[config.mk]
export PLATFORM = sky130hd
export DESIGN_NAME = i8253_counter
export DESIGN_NICKNAME = d
export VERILOG_FILES = /design/src/rtl/i8253_counter.sv
export SDC_FILE = /design/constraint.sdc
export NUM_CORES = 1
export LEC_CHECK = 0
export ABC_AREA = 1
export BUFFER_PORTS_ARGS = -buffer_cell sky130_fd_sc_hd__buf_2
export CORE_ASPECT_RATIO = 0.6
export CORE_UTILIZATION = 55
export DETAILED_ROUTE_END_ITERATION = 7
export HOLD_SLACK_MARGIN = 0.05
export PLACE_DENSITY = 0.87
export SLEW_MARGIN = 20
export SYNTH_ARGS = -nofsm -noshare
export SYNTH_HDL_FRONTEND = slang
export SYNTH_SLANG_ARGS = --single-unit
[constraint.sdc]
create_clock -name clk -period 6 [get_ports clk]
set_input_delay 0.6 -clock clk [delete_from_list [all_inputs] [get_ports clk]]
set_output_delay 0.6 -clock clk [all_outputs]
set_load 0.05 [all_outputs]
[src/rtl/i8253_counter.sv]
// i8253_counter: one 16-bit channel of an 8253-style interval timer (CR, CE, OUT, modes 0-5).
// Define I8253_COUNTER_BCD_EN to honour the bcd input; otherwise counting is binary only.

module i8253_counter (
    input  logic        clk,
    input  logic        reset,
    input  logic        clk0_en,
    input  logic        clk0,
    input  logic        gate0,
    output logic        out0,
    input  logic [7:0]  load_counter,
    output logic [15:0] counter0,
    input  logic        wr_cw,
    input  logic        wr_lsb,
    input  logic        wr_msb,
    input  logic        wr_trigger,
    input  logic        mode0,
    input  logic        mode1,
    input  logic        mode2,
    input  logic        mode3,
    input  logic        mode4,
    input  logic        mode5,
    input  logic        bcd
);

    typedef enum logic [2:0] {
        MODE_0 = 3'd0,
        MODE_1 = 3'd1,
        MODE_2 = 3'd2,
        MODE_3 = 3'd3,
        MODE_4 = 3'd4,
        MODE_5 = 3'd5
    } mode_e;

    mode_e       mode_q;
    mode_e       mode_d;
    mode_e       mode_sel;

    logic [15:0] cr_q;
    logic [15:0] cr_d;
    logic [15:0] ce_q;
    logic [15:0] ce_d;
    logic        out_q;
    logic        out_d;
    logic        load_q;
    logic        load_d;
    logic        run_q;
    logic        run_d;
    logic        armed_q;
    logic        armed_d;
    logic        started_q;
    logic        started_d;
    logic        gtrig_q;
    logic        gtrig_d;
    logic        gate_q;
    logic        gate_d;
    logic        hold_q;
    logic        hold_d;
    logic        trig_dly_q;
    logic        cw_dly_q;

    logic        cnt_edge;
    logic        rise_edge;
    logic        trig_rise;
    logic        cw_rise;
    logic [15:0] dec1;
    logic [15:0] dec2;
    logic [15:0] cr_even;

`ifdef I8253_COUNTER_BCD_EN
    logic        bcd_q;
    logic        bcd_d;

    // Four-decade BCD decrement: 0000 wraps to 9999.
    function automatic logic [15:0] bcd_dec(input logic [15:0] v);
        logic [15:0] r;
        logic        borrow;
        r      = v;
        borrow = 1'b1;
        for (int i = 0; i < 4; i++) begin
            if (borrow) begin
                if (v[i*4 +: 4] == 4'd0) begin
                    r[i*4 +: 4] = 4'd9;
                end else begin
                    r[i*4 +: 4] = v[i*4 +: 4] - 4'd1;
                    borrow      = 1'b0;
                end
            end
        end
        return r;
    endfunction
`else
    logic        unused_bcd;
    assign unused_bcd = bcd;
`endif

    assign out0     = out_q;
    assign counter0 = ce_q;

    // Clock-edge and strobe-edge events for this clk cycle.
    always_comb begin
        cnt_edge  = clk0_en & clk0;
        rise_edge = clk0_en & ~clk0;
        trig_rise = wr_trigger & ~trig_dly_q;
        cw_rise   = wr_cw & ~cw_dly_q;
    end

    // One-hot mode flags to an encoded mode; lowest index wins.
    always_comb begin
        mode_sel = MODE_0;
        priority case (1'b1)
            mode0:   mode_sel = MODE_0;
            mode1:   mode_sel = MODE_1;
            mode2:   mode_sel = MODE_2;
            mode3:   mode_sel = MODE_3;
            mode4:   mode_sel = MODE_4;
            mode5:   mode_sel = MODE_5;
            default: mode_sel = MODE_0;
        endcase
    end

    // Decrement-by-one and by-two of CE, plus CR rounded down to even.
    always_comb begin
`ifdef I8253_COUNTER_BCD_EN
        dec1 = bcd_q ? bcd_dec(ce_q) : ce_q - 16'd1;
        dec2 = bcd_q ? bcd_dec(bcd_dec(ce_q)) : ce_q - 16'd2;
`else
        dec1 = ce_q - 16'd1;
        dec2 = ce_q - 16'd2;
`endif
        cr_even = {cr_q[15:1], 1'b0};
    end

    // Next-state: count edge, then gate sampling, then trigger, then control word.
    always_comb begin
        mode_d    = mode_q;
        cr_d      = cr_q;
        ce_d      = ce_q;
        out_d     = out_q;
        load_d    = load_q;
        run_d     = run_q;
        armed_d   = armed_q;
        started_d = started_q;
        gtrig_d   = gtrig_q;
        gate_d    = gate_q;
        hold_d    = hold_q;
`ifdef I8253_COUNTER_BCD_EN
        bcd_d     = bcd_q;
`endif

        if (cnt_edge) begin
            gtrig_d = 1'b0;
            unique case (mode_q)
                MODE_0, MODE_4: begin
                    if (load_q) begin
                        ce_d    = cr_q;
                        load_d  = 1'b0;
                        run_d   = 1'b1;
                        armed_d = 1'b1;
                    end else begin
                        // Strobe low lasts exactly one clk0 period.
                        if (mode_q == MODE_4 && !out_q) begin
                            out_d = 1'b1;
                        end
                        if (run_q && gate_q) begin
                            ce_d = dec1;
                            if (dec1 == 16'd0 && armed_q) begin
                                armed_d = 1'b0;
                                out_d   = (mode_q == MODE_0);
                            end
                        end
                    end
                end
                MODE_1, MODE_5: begin
                    if (gtrig_q && (load_q || started_q)) begin
                        ce_d      = cr_q;
                        load_d    = 1'b0;
                        run_d     = 1'b1;
                        started_d = 1'b1;
                        armed_d   = 1'b1;
                        out_d     = (mode_q != MODE_1);
                    end else begin
                        if (mode_q == MODE_5 && !out_q) begin
                            out_d = 1'b1;
                        end
                        // Gate level does not pause a one-shot.
                        if (run_q) begin
                            ce_d = dec1;
                            if (dec1 == 16'd0 && armed_q) begin
                                armed_d = 1'b0;
                                out_d   = (mode_q == MODE_1);
                            end
                        end
                    end
                end
                MODE_2: begin
                    if (load_q || (gtrig_q && run_q)) begin
                        ce_d   = cr_q;
                        load_d = 1'b0;
                        run_d  = 1'b1;
                        out_d  = 1'b1;
                    end else if (run_q && gate_q) begin
                        if (ce_q == 16'd1) begin
                            ce_d  = cr_q;
                            out_d = 1'b1;
                        end else begin
                            ce_d = dec1;
                            if (dec1 == 16'd1) begin
                                out_d = 1'b0;
                            end
                        end
                    end
                end
                MODE_3: begin
                    if (load_q || (gtrig_q && run_q)) begin
                        ce_d   = cr_even;
                        hold_d = cr_q[0];
                        load_d = 1'b0;
                        run_d  = 1'b1;
                        out_d  = 1'b1;
                    end else if (run_q && gate_q) begin
                        // Odd counts spend one extra period in the high half.
                        if (ce_q == 16'd2 && hold_q) begin
                            hold_d = 1'b0;
                        end else if (ce_q == 16'd2) begin
                            out_d  = ~out_q;
                            ce_d   = cr_even;
                            hold_d = cr_q[0] & ~out_q;
                        end else begin
                            ce_d = dec2;
                        end
                    end
                end
                default: begin
                    run_d = 1'b0;
                end
            endcase
        end

        if (rise_edge) begin
            gate_d = gate0;
            if (gate0 && !gate_q) begin
                gtrig_d = 1'b1;
            end
            if (!gate0 && (mode_q == MODE_2 || mode_q == MODE_3)) begin
                out_d = 1'b1;
            end
        end

        if (trig_rise) begin
            unique case (mode_q)
                MODE_0: begin
                    load_d = 1'b1;
                    run_d  = 1'b0;
                    out_d  = 1'b0;
                end
                MODE_4: begin
                    load_d = 1'b1;
                    run_d  = 1'b0;
                    out_d  = 1'b1;
                end
                MODE_1, MODE_5: begin
                    load_d = 1'b1;
                end
                MODE_2, MODE_3: begin
                    // A running divider picks the new CR up at its next reload.
                    if (!run_q) begin
                        load_d = 1'b1;
                    end
                end
                default: begin
                    load_d = 1'b0;
                end
            endcase
        end

        if (cw_rise) begin
            mode_d    = mode_sel;
            run_d     = 1'b0;
            load_d    = 1'b0;
            armed_d   = 1'b0;
            started_d = 1'b0;
            gtrig_d   = 1'b0;
            hold_d    = 1'b0;
            out_d     = (mode_sel != MODE_0);
`ifdef I8253_COUNTER_BCD_EN
            bcd_d     = bcd;
`endif
        end

        if (wr_lsb) begin
            cr_d[7:0] = load_counter;
        end
        if (wr_msb) begin
            cr_d[15:8] = load_counter;
        end
    end

    // State register.
    always_ff @(posedge clk or posedge reset) begin
        if (reset) begin
            mode_q     <= MODE_0;
            cr_q       <= 16'd0;
            ce_q       <= 16'd0;
            out_q      <= 1'b0;
            load_q     <= 1'b0;
            run_q      <= 1'b0;
            armed_q    <= 1'b0;
            started_q  <= 1'b0;
            gtrig_q    <= 1'b0;
            gate_q     <= 1'b0;
            hold_q     <= 1'b0;
            trig_dly_q <= 1'b0;
            cw_dly_q   <= 1'b0;
`ifdef I8253_COUNTER_BCD_EN
            bcd_q      <= 1'b0;
`endif
        end else begin
            mode_q     <= mode_d;
            cr_q       <= cr_d;
            ce_q       <= ce_d;
            out_q      <= out_d;
            load_q     <= load_d;
            run_q      <= run_d;
            armed_q    <= armed_d;
            started_q  <= started_d;
            gtrig_q    <= gtrig_d;
            gate_q     <= gate_d;
            hold_q     <= hold_d;
            trig_dly_q <= wr_trigger;
            cw_dly_q   <= wr_cw;
`ifdef I8253_COUNTER_BCD_EN
            bcd_q      <= bcd_d;
`endif
        end
    end

endmodule

Word level (Yosys, flattened, before mapping)
Cells that the tools add are included.

word-level totals
  flip-flop bits (word level) = 45
  latch bits = 0
  RAM bits = 0
  memory bits (read-only) = 0
  input port bits = 24
  output and inout bits = 17
  word-level logic and storage cells = 155
  memories kept = 0

cells by class
  $add $sub $neg = 2
  multipliers = 0
  div/mod/pow operators = 0
  magnitude comparators = 0
  equal/unequal tests = 16
  shifts and indexed selects = 0
  mux-type cells = 80
  bitwise operators = 9
  reduce and logical (&&, ||, !) cells = 34

operators by type and width
  kind                                                   number
  two-way mux 16 bit                                     11
  case mux 16 bit (4 select lines)                       1
  two-way mux 1 bit                                      56
  equality test 16 x 1 -> 1 bit, second input constant   2
  two-way mux 3 bit                                      6
  equality test 16 x 2 -> 1 bit, second input constant   1
  zero test 16 bit                                       1
  subtractor 16 x 1 -> 16 bit, second input constant     1
  subtractor 16 x 2 -> 16 bit, second input constant     1
  inequality test 3 bit, second input constant           4
  logical AND 1 bit                                      9
  nonzero test 3 bit                                     3
  AND reduction 4 bit                                    2
  nonzero test 2 bit                                     4
  nonzero test 4 bit                                     2
  AND reduction 7 bit                                    1
  equality test 3 x 2 -> 1 bit, second input constant    2
  equality test 3 bit, second input constant             2
  inequality test 3 x 1 -> 1 bit, second input constant  2
  case mux 1 bit (2 select lines)                        3
  case mux 1 bit (3 select lines)                        2
  OR reduction 2 bit                                     3
  bitwise AND 1 bit                                      5
  inequality test 4 x 1 -> 1 bit, second input constant  1
  9 further kinds                                        16

Logic depth before layout (Yosys ltp)
Gate-level depths: netlist (run 1).

  depth after elaboration = 13
  mapped depth = 21
  depth with buffers taken out = 21

Worst setup path before layout (run 1)
OpenSTA, ideal clock, no wires.

  kind = reg-to-reg
  start = register ce_q[1], in the netlist counter0[1]
  end = register out_q, in the netlist out0
  setup time = 0.120 ns
  arrival time = 2.531 ns
  setup slack = 3.349 ns
  stages on the path, launching flop included = 21
  buffers on the path = 0
  cell sequence = dfrtp_1 -> inv_1 -> ha_1 -> nand2_1 -> nand2_2 -> nor2_1 -> nand2_1 -> nand2_1 -> nand2_1 -> nor2_1 -> nand2_1 -> nor2_4 -> nand4_2 -> nand2_1 -> nand2_1 -> nor2_1 -> nor2_1 -> o21bai_1 -> nand2_1 -> nand2_1 -> nand2_1

on the way
  word-level cells in the longest chain between the ends = 13
  elaborated cells on any way between the ends = 28

RTL lines
  what                                                                      line           source
  from (decl)                                                               41             logic [15:0] ce_q;
  from (signal assigned)                                                    304            ce_q <= 16'd0;
  from (signal assigned)                                                    321            ce_q <= ce_d;
  subtractor 16 x 1 -> 16 bit                                               128            dec1 = ce_q - 16'd1;
  equality test 16 x 1 -> 1 bit / zero test 16 bit (equally long branches)  208, 167, 189
  two-way mux 1 bit / logical AND 1 bit (equally long branches)             208, 167, 189
  two-way mux 1 bit (on tied branches)                                      203, 167, 189
  two-way mux 1 bit (on tied branches)                                      202, 165, 187
  two-way mux 1 bit (on tied branches)                                      197, 155, 175
  case mux 1 bit (4 select lines) (*)                                       153            unique case (mode_q)
  two-way mux 1 bit (*)                                                     151            if (cnt_edge) begin
  two-way mux 1 bit                                                         245            if (!gate0 && (mode_q == MODE_2 || mode_q == MODE_3)) begin
  two-way mux 1 bit (*)                                                     240            if (rise_edge) begin
  case mux 1 bit (2 select lines)                                           251            unique case (mode_q)
  two-way mux 1 bit (*)                                                     250            if (trig_rise) begin
  two-way mux 1 bit (*)                                                     277            if (cw_rise) begin
  via out_d                                                                 44             logic out_d;
  to (signal assigned)                                                      322            out_q <= out_d;
  to (decl)                                                                 43             logic out_q;

The timed path passes the listed nets; every way through them passes the cells marked *.
A chain may end at the register's enable or synchronous reset.

Final worst setup path (run 1)
Ends and elaborated chain as after synthesis.

==> results.md, run 1 <==
- Maxcap violations: 0
- Area Overhead vs Synth: 9.36%
- Slew @ Worst Pin: 1.05 ns
- Placer congestion estimate: 0.962
- Ys flop type: dfrtp_1
- Hold path start: wr_trigger
- Cells after Synth: just under 500
- Largest area contributor in the netlist: dfrtp_1
- Clk_skew: 0.0103 ns
- Largest net degree at the start of global routing: 46
- First-pass GRT wire length: 16400 microns
- Core area: 0.00581 sq mm
- CTS hold repair buffers: 0
- Max Root-Sink Buffers: 2
- Avg Cell Area, Syn: 7.11 sq um
- Most common cell after layout, fill and taps aside: nand2_1
- Die height: 63.4 microns
- H-tree Lvls: 2
- Worst hold stages: 1
- Asr flop ratio synth: 100%
- Setup violations, final: 0
- Crit-path max FO: 8
- Share of cells above drive strength 1: 19.5%
- Post-DP HPWL: 7610 microns
- Mapped Area: 0.00346 sq mm
- Global route overflow: 0
- Final Hold Vio Count: 0
- Net Switching: 839 uW
- Combinational power share: 54.2%
- Synth Warn #: 0
- Worst EP required: 6.20 ns
- Die area: 0.00662 sq mm
- Yosys top cell area share: around 33%
- Worst setup SP type: flop
- #FFs+latches synth: 45
- Placed inst area: 0.00370 sq mm
- Overall routing resource usage: 32.2%
- Initial antenna violation count: 0
- Clk pwr share: 12.8%
- RSZ-0062 raised after global routing: no
- CP Class: reg2reg
- Reg-to-reg endpoint: out0
- Fill cells: between 500 and 600
- Crit path capture type: flop
- Pleak: 0.00183 uW
- Worst skew pair latency: 0.31 ns
- Synth top area cells: dfrtp_1 (33%), nand2_1 (12%), inv_1 (6.3%)
- Max-slew violations: 0
- Post-synth cell types: 46
- Setup TNS: 0 ns
- Maximum VDD drop: between 0.2 and 0.25 mV
- Final #Nets: 554
- Crit share post-route: 47.0%
- Finished Layout Cells: between 600 and 700
- Sink Count: 45
- Internal Pwr Total: 691 uW
- DR pass1 iterations: 5
- Placed cell count: 597
- DRC: 0
- R2r setup slk: 3.18 ns
- Status: complete, no violations
- Routed wire length: a little under 10000 microns
- Slew headroom: 29.5%
- Total CTS buffers: 5
- R2R depth: 19
- Hold Crit Class: in2reg
- Die W: 104 microns
- Flop pwr share: between 30% and 40%
- F_max: around 0.35 GHz
- Root buf cell: clkbuf_8
- Period minus WS final: between 2 and 3 ns
- I/O Pins: 41
- Critical path arrival: 3.02 ns
- Pwr Density: about 400 mW/mm^2
- Clock-pin slew on the worst setup and hold paths: 0.09 ns
- Via density: 5.89
- Design area: about 0.0038 sq mm
- Ant. Diodes: 0
- Final ANT Viol Nets: 0
- Post-synthesis sequential area ratio: about a third
- Initial Utilization: between 50% and 60%
- Number of global-route vias before repair: ~3200
- Net Sw Frac: 54.8%
- Mapped Nets: slightly above 500
- TritonCTS clock tree: done
- Iter 0 DRT Violations: roughly 510
- PortBufs: 39
- CTS resizes: 0
- FP Rows: 21
- Routed len/inst: about 16 microns
- Via count: 3559
- Setup bufs post-CTS: 0
- Commonest non-fill, non-tap cells in the layout: nand2_1 (110), inv_1 (57), nor2_1 (57)
- Hold Crit Endpoint: trig_dly_q
- EDFF count, synth: 0
- Reg2Reg Launch Point: counter0[1]
[area by class of cell]
cell class | count | area (sq um) | share of cell area, %
well taps | 80 | 100 | 2.64
clock buffers | 5 | 68.8 | 1.82
repair buffers | 39 | 195 | 5.16
flip-flops and latches | 45 | 1130 | 29.8
multi-input cells | 367 | 2030 | 53.5
clock inverters | 2 | 16.3 | 0.430
inverters | 66 | 253 | 6.68
[power groups by stage]
stage	Combinational (uW)	Clock [uW]	Sequential, uW
final	830	195	505
after global routing	899	212	516
after CTS	814	198	500
after detailed placement	809	0	506
after global placement	796	0	499
after floorplan	456	0	659
[per-layer routing]
metal  global-route usage (%)  wire length (microns)  vias to the layer above
li1                         -                      -                     1683
met1                     50.7                   4590                     1618
met2                     40.8                   3630                      246
met3                     11.3                   1530                       12
met4                     6.79                     95                        0
met5                        0                      0                        -
[per-stage QoR]
| stage | setup WS [ns] | power [uW] | hold WS (ns) | util (%) |
|---|---|---|---|---|
| floorplan | 3.35 | 1110 | 0.459 | - |
| global placement | 3.30 | 1300 | 0.473 | 63.7 |
| detailed placement | 3.25 | 1320 | 0.514 | 63.7 |
| CTS | 3.22 | 1510 | 0.408 | 65.2 |
| global route | 2.86 | 1630 | 0.398 | 65.2 |
| finish | 3.18 | 1530 | 0.408 | 65.2 |
[state kept, by name, summed over array words and instances, names as in the netlist]
| signal | count |
|---|---|
| run_q | 1 |
| started_q | 1 |
| gtrig_q | 1 |
| out0 | 1 |
| hold_q | 1 |
| load_q | 1 |
| cr_q | 16 |
| counter0 | 16 |
| trig_dly_q | 1 |
| armed_q | 1 |
| cw_dly_q | 1 |
| mode_q | 3 |
| gate_q | 1 |
[critical path, stage by stage, from the launching register on]
cell and delay (ns):
dfrtp_1 0.41, inv_1 0.21, ha_1 0.30, nand2_2 0.15, nor2_1 0.32, nand2_1 0.09, nand2_1 0.08, nand2_1 0.07
nor2_1 0.08, nand2_1 0.12, nor2_4 0.17, nand3_1 0.08, nand2_1 0.06, nand3_1 0.06, nand2_1 0.10, nand3_1 0.07
o21bai_1 0.14, nand2_1 0.08, nand2_1 0.07, nand2_1 0.04
[cells by family after synthesis]
logic type	share of synthesized area [%]
xor gates and xnor gates	3.54
adders and majority gates	2.17
AOI/OAI and AO/OA	18.9
and+or+nand+nor	31.6
DFF	32.5
muxes	2.28
buffers and inverters	8.93
[synth_stat cells, types with 4 or more instances]
cell type  instances
a22oi_1            8
nor3_1             5
xor2_1            14
nand3_1           34
inv_1             58
dfrtp_1           45
o22ai_1           10
inv_2              7
a22oi_2            6
nand2_1          110
nor2_2            12
a221oi_1           4
o21ai_0           29
ha_1               6
nor2_1            57
a21oi_1           25
nand2_2            8
mux2_2             7
[worst max path at each step]
stage / from / end / depth (start not counted)
2_1_floorplan: counter0[1] / out0 / 20
3_3_place_gp: counter0[1] / out0 / 19
3_5_place_dp: counter0[1] / out0 / 19
4_1_cts: counter0[1] / out0 / 19
5_1_grt: counter0[1] / out0 / 19
6_report: counter0[1] / out0 / 19
No activity file was read; power rests on OpenSTA's default activity.
==> run 2, diff against run 1 <==
==> constraint.sdc (replaced) <==
create_clock -name clk -period 2.95 [get_ports clk]
set_input_delay 0.295 -clock clk [delete_from_list [all_inputs] [get_ports clk]]
set_output_delay 0.295 -clock clk [all_outputs]
set_load 0.05 [all_outputs]
==> run 2 against run 1 <==
- power increased by 110%
- via count rose by 2.8%
- critical path depth did not move
- final area grew 1.7%
- hold slack got worse by 0.31 ns
- cell count grew 0.83%
- utilization rose by 1.1 points
- first-iteration DRC count is 14% higher
==> results.md, run 2 (synthesized netlist as in run 1, its figures left out) <==
- Status: complete, no violations
- Most common cell after layout, fill and taps aside: nand2_1
- Slew headroom: 29.9% (+0.46 points)
- Number of global-route vias before repair: 3281 (+2.8%)
- Sink Count: 45 (unchanged)
- Final Hold Vio Count: 0 (unchanged)
- Worst hold stages: 1 (unchanged)
- DRC: 0 (unchanged)
- Final #Nets: 558 (+0.72%)
- Clk_skew: 0.00832 ns (-0.00195 ns)
- Post-DP HPWL: 7870 microns (+3.4%)
- Iter 0 DRT Violations: 579 (+14%)
- Via density: 6.01 (+2.0%)
- Fill cells: 497 (-6.6%)
- First-pass GRT wire length: 16500 microns (+0.50%)
- PortBufs: 39 (unchanged)
- Crit share post-route: 93.0% (+46 points)
- Hold Crit Class: in2reg
- Die area: 0.00662 sq mm (unchanged)
- I/O Pins: 41 (unchanged)
- TritonCTS clock tree: done
- Core area: 0.00581 sq mm (unchanged)
- Finished Layout Cells: 609 (+0.83%)
- Total CTS buffers: 5 (unchanged)
- Critical path arrival: 2.95 ns (-0.07 ns)
- Overall routing resource usage: 32.5% (+0.30 points)
- H-tree Lvls: 2 (unchanged)
- Worst skew pair latency: 0.32 ns (about the same)
- Ant. Diodes: 0 (unchanged)
- Pleak: 0.00187 uW (+2.0%)
- Setup TNS: 0 ns (unchanged)
- Setup violations, final: 0 (unchanged)
- Worst setup SP type: flop
- Max-slew violations: 0 (unchanged)
- Crit path capture type: flop
- Period minus WS final: 2.74 ns (-0.0762 ns)
- Pwr Density: 844 mW/mm^2 (+110%)
- Global route overflow: 0 (unchanged)
- Area Overhead vs Synth: 11.2%
- Root buf cell: clkbuf_8
- Sequential cell area: 0.00113 sq mm (unchanged)
- CTS hold repair buffers: 0 (unchanged)
- R2R depth: 19 (unchanged)
- Die height: 63.4 microns (unchanged)
- Commonest non-fill, non-tap cells in the layout: nand2_1 (110), inv_1 (57), nor2_1 (56)
- Worst EP required: 3.16 ns (-3.04 ns)
- Initial antenna violation count: 0 (unchanged)
- Crit-path max FO: 8 (unchanged)
- Placed cell count: 601 (+0.67%)
- Maximum VDD drop: 0.510 mV (+110%)
- Slew @ Worst Pin: 1.05 ns (-0.00684 ns)
- Clock-pin slew on the worst setup and hold paths: 0.10 ns (about the same)
- RSZ-0062 raised after global routing: no
- FP Rows: 21 (unchanged)
- CP Class: reg2reg
- Die W: 104 microns (unchanged)
- Routed wire length: 10300 microns (+4.5%)
- Share of cells above drive strength 1: 20.4% (+0.95 points)
- DR pass1 iterations: 6 (+1)
- Max Root-Sink Buffers: 2 (unchanged)
- Multi-input combinational cell area: 0.00203 sq mm (+0.12%)
- Largest net degree at the start of global routing: 46 (unchanged)
- Initial Utilization: 59.6% (unchanged)
- Maxcap violations: 0 (unchanged)
- Placer congestion estimate: 0.990 (+2.9%)
- F_max: 0.365 GHz (+2.8%)
- Routed len/inst: 16.9 microns (+3.7%)
- Final ANT Viol Nets: 0 (unchanged)
- Via count: 3659 (+2.8%)
run 2: power by group:
group          switching [uW]  leakage (uW)  internal, uW
Combinational            1230       0.00127           484
Clock                     253     0.0000591           259
Sequential                263      0.000534           762
run 2: timing repair:
action,4_1_cts,5_1_grt
endpoints found under the setup margin,0,1
buffers inserted,0,0
gates resized for setup,0,1
run 2: final timing paths:
path                                  start         end  slack (ns)
worst min register to register    started_q   started_q        0.55
max in group asynchronous             reset    cr_q[14]        2.15
worst min-delay path                  wr_cw    cw_dly_q         0.1
worst max register to register  counter0[1]        out0        0.21
min in group asynchronous             reset  trig_dly_q        0.20
worst max-delay path            counter0[1]        out0        0.21
run 2: per-layer routing:
metal / track usage, % / vias to the layer above / routed length [microns]
li1: - / 1690 / -
met1: 47.9 / 1679 / 4560
met2: 43.8 / 279 / 3900
met3: 13.7 / 11 / 1760
met4: 6.07 / 0 / 79
met5: 0 / - / 0
run 2: final cells by class:
cell class                 count  area share, %
tap                           80           2.60
multi-input combinational    367           52.7
clock buffer                   5           1.79
clock inverter                 3           1.24
inverter                      66           6.57
sequential                    45           29.3
timing repair buffer          43           5.85
run 2: stage by stage:
step | cell area [sq um] | setup slack [ns] | total power [uW] | util, % | hold WS, ns
final | 3850 | 0.208 | 3250 | 66.3 | 0.0953
after global routing | 3850 | 0.0483 | 3430 | 66.3 | 0.0973
after CTS | 3850 | 0.266 | 3200 | 66.2 | 0.0942
after detailed placement | 3730 | 0.289 | 2680 | 64.2 | 0.420
after global placement | 3730 | 0.323 | 2660 | 64.2 | 0.417
after floorplan | 3460 | 0.299 | 2270 | - | 0.326
run 2: critical path: stages, from the launching register on:
cell and delay [ns]:
dfrtp_1 0.41, inv_1 0.21, ha_1 0.31, nand2_1 0.10, nor2_1 0.18, nand3_1 0.16
nand2_1 0.09, nand2_1 0.10, nor2_2 0.13, nand2_2 0.07, nor2_4 0.18, nand3_1 0.10
nand2_1 0.07, nand3_1 0.06, nand2_1 0.07, nand3_1 0.08, o21bai_1 0.13, nand2_1 0.07
nand2_1 0.06, nand2_1 0.05
==> run 3, diff against run 2 <==
--- a/config.mk
+++ b/config.mk
@@ -10,6 +10,7 @@
 export CORE_ASPECT_RATIO = 0.6
 export CORE_UTILIZATION = 55
 export DETAILED_ROUTE_END_ITERATION = 7
+export GPL_TIMING_DRIVEN = 0
 export HOLD_SLACK_MARGIN = 0.05
 export PLACE_DENSITY = 0.87
 export SLEW_MARGIN = 20
==> run 3 against run 2 <==
- first-iteration DRC count shrank 26%
- clock power shrank 6.8%
- hold slack gained 0.0070 ns
- largest power group unchanged
==> results.md, run 3 (synthesized netlist as in run 1, its figures left out) <==
- Pwr Density: 830 mW/mm^2 (-1.7%)
- Initial antenna violation count: 0 (unchanged)
- Placer congestion estimate: 1.02 (+3.2%)
- Period minus WS final: 2.70 ns (-0.0405 ns)
- Status: complete, no violations
- Setup bufs post-CTS: 0 (unchanged)
- Sink Count: 45 (unchanged)
- Hold Crit Class: in2reg
- Sequential cell area: 0.00113 sq mm (unchanged)
- Worst setup SP type: flop
- Design area: 0.00391 sq mm (+1.6%)
- DR pass1 iterations: 5 (-1)
- Post-DP HPWL: 8100 microns (+3.0%)
- Clock-pin slew on the worst setup and hold paths: 0.09 ns (about the same)
- Iter 0 DRT Violations: 426 (-26%)
- FP Rows: 21 (unchanged)
- Final Power: 3250 uW (-0.12%)
- Final ANT Viol Nets: 0 (unchanged)
- Die area: 0.00662 sq mm (unchanged)
- Worst EP required: 3.15 ns (about the same)
- Max-slew violations: 0 (unchanged)
- Share of cells above drive strength 1: 21.1% (+0.71 points)
- Overall routing resource usage: 32.9% (+0.36 points)
- Crit-path max FO: 6 (-2)
- Placed inst area: 0.00378 sq mm (+1.2%)
- Max Root-Sink Buffers: 2 (unchanged)
- Slew @ Worst Pin: 0.728 ns (-0.319 ns)
- I/O Pins: 41 (unchanged)
- Number of global-route vias before repair: 3299 (+0.55%)
- Routed len/inst: 16.7 microns (-0.94%)
- Maxcap violations: 0 (unchanged)
- PortBufs: 39 (unchanged)
- Core area: 0.00581 sq mm (unchanged)
- Crit path capture type: flop
- Total CTS buffers: 5 (unchanged)
- DRC: 0 (unchanged)
- Worst skew pair latency: 0.31 ns (about the same)
- Pleak: 0.00189 uW (+1.0%)
- Final Hold Vio Count: 0 (unchanged)
- Slew headroom: 51.3% (+21 points)
- H-tree Lvls: 2 (unchanged)
- Via count: 3658 (-0.027%)
- Ant. Diodes: 0 (unchanged)
- Most frequent CP cell: nand2_1
- Area Overhead vs Synth: 13.0%
- CP top delay family: simple AND/OR/NAND/NOR gates
- Die W: 104 microns (unchanged)
- Most common cell after layout, fill and taps aside: nand2_1
- Routed wire length: 10300 microns (about the same)
- F_max: 0.370 GHz (+1.5%)
- Setup TNS: 0 ns (unchanged)
- Setup violations, final: 0 (unchanged)
- Final #Nets: 565 (+1.3%)
- Hold WS: 0.102 ns (+0.00704 ns)
- Core Util, Final: 67.4% (+1.1 points)
- Fill cells: 519 (+4.4%)
- Maximum VDD drop: 0.472 mV (-7.6%)
- Initial Utilization: 59.6% (unchanged)
- Root buf cell: clkbuf_8
- CP max-delay cell: dfrtp_1
- Via density: 5.95 (-1.0%)
- First-pass GRT wire length: 16600 microns (+0.67%)
- Clk_skew: 0.00978 ns (+0.00146 ns)
- Max incr delay on CP: 0.43 ns (+0.02 ns)
- Global route overflow: 0 (unchanged)
- CP Cell Sequence: inv_1 -> ha_2 -> nand2_2 -> nor2_8 -> nor2_1 -> nor2_1 -> nand3_1 -> nor2_1 -> nand3_1 -> nand2_1 -> nand2_1 -> nand2_1 -> nand2_1 -> nand2_1 -> nand3_1 -> o21bai_1 -> nand2_1 -> nand2_1 -> nand2_1
- Commonest non-fill, non-tap cells in the layout: nand2_1 (110), inv_1 (56), nor2_1 (56)
- Crit path buffers/inverters: 1 (unchanged)
- Crit share post-route: 91.6% (-1.4 points)
- CP Class: reg2reg
- RSZ-0062 raised after global routing: no
- Critical path arrival: 2.91 ns (-0.04 ns)
- Largest net degree at the start of global routing: 29 (-37%)
- Multi-input combinational cell area: 0.00204 sq mm (+0.74%)
- Die height: 63.4 microns (unchanged)
- TritonCTS clock tree: done
[run 3: final timing paths]
path | cells after the start | slack, ns | endpoint | from
worst max-delay path | 19 | 0.25 | out0 | counter0[2]
worst min-delay path | 1 | 0.10 | cw_dly_q | wr_cw
worst max register to register | 19 | 0.25 | out0 | counter0[2]
worst min register to register | 1 | 0.52 | started_q | started_q
max in group asynchronous | 4 | 1.94 | counter0[15] | reset
min in group asynchronous | 3 | 0.53 | trig_dly_q | reset
[run 3: metrics by stage]
stage,std cells,worst slack [ns]
global placement,606,0.215
global route,615,0.00279
floorplan,487,0.299
detailed placement,607,0.202
finish,615,0.248
CTS,615,0.164
[run 3: timing repair]
item,in CTS,in global routing
hold buffers,1,0
endpoints found under the setup margin,0,1
endpoints found under the hold margin,17,0
gates resized for setup,0,6
[run 3: per-layer routing]
| layer | vias up | part of all wire, % | track usage, % |
|---|---|---|---|
| met5 | - | 0 | 0 |
| met4 | 0 | 1.3 | 8.21 |
| met3 | 18 | 15 | 11.9 |
| met2 | 229 | 39 | 43.4 |
| met1 | 1701 | 45 | 49.7 |
| li1 | 1710 | - | - |
[run 3: cell type report]
cell class	count	share of cell area, %
Buffer	9	1.44
Clock buffer	5	1.76
Clock inverter	2	0.992
Inverter	66	6.46
Multi-Input combinational cell	367	52.2
Sequential cell	45	28.8
Tap cell	80	2.56
Timing Repair Buffer	41	5.76
[run 3: report_power, final]
group	switching, uW	leakage (uW)	total [uW]	internal [uW]
Sequential	237	0.000534	1000	763
Combinational	1270	0.00130	1770	502
Clock	226	0.0000546	477	251
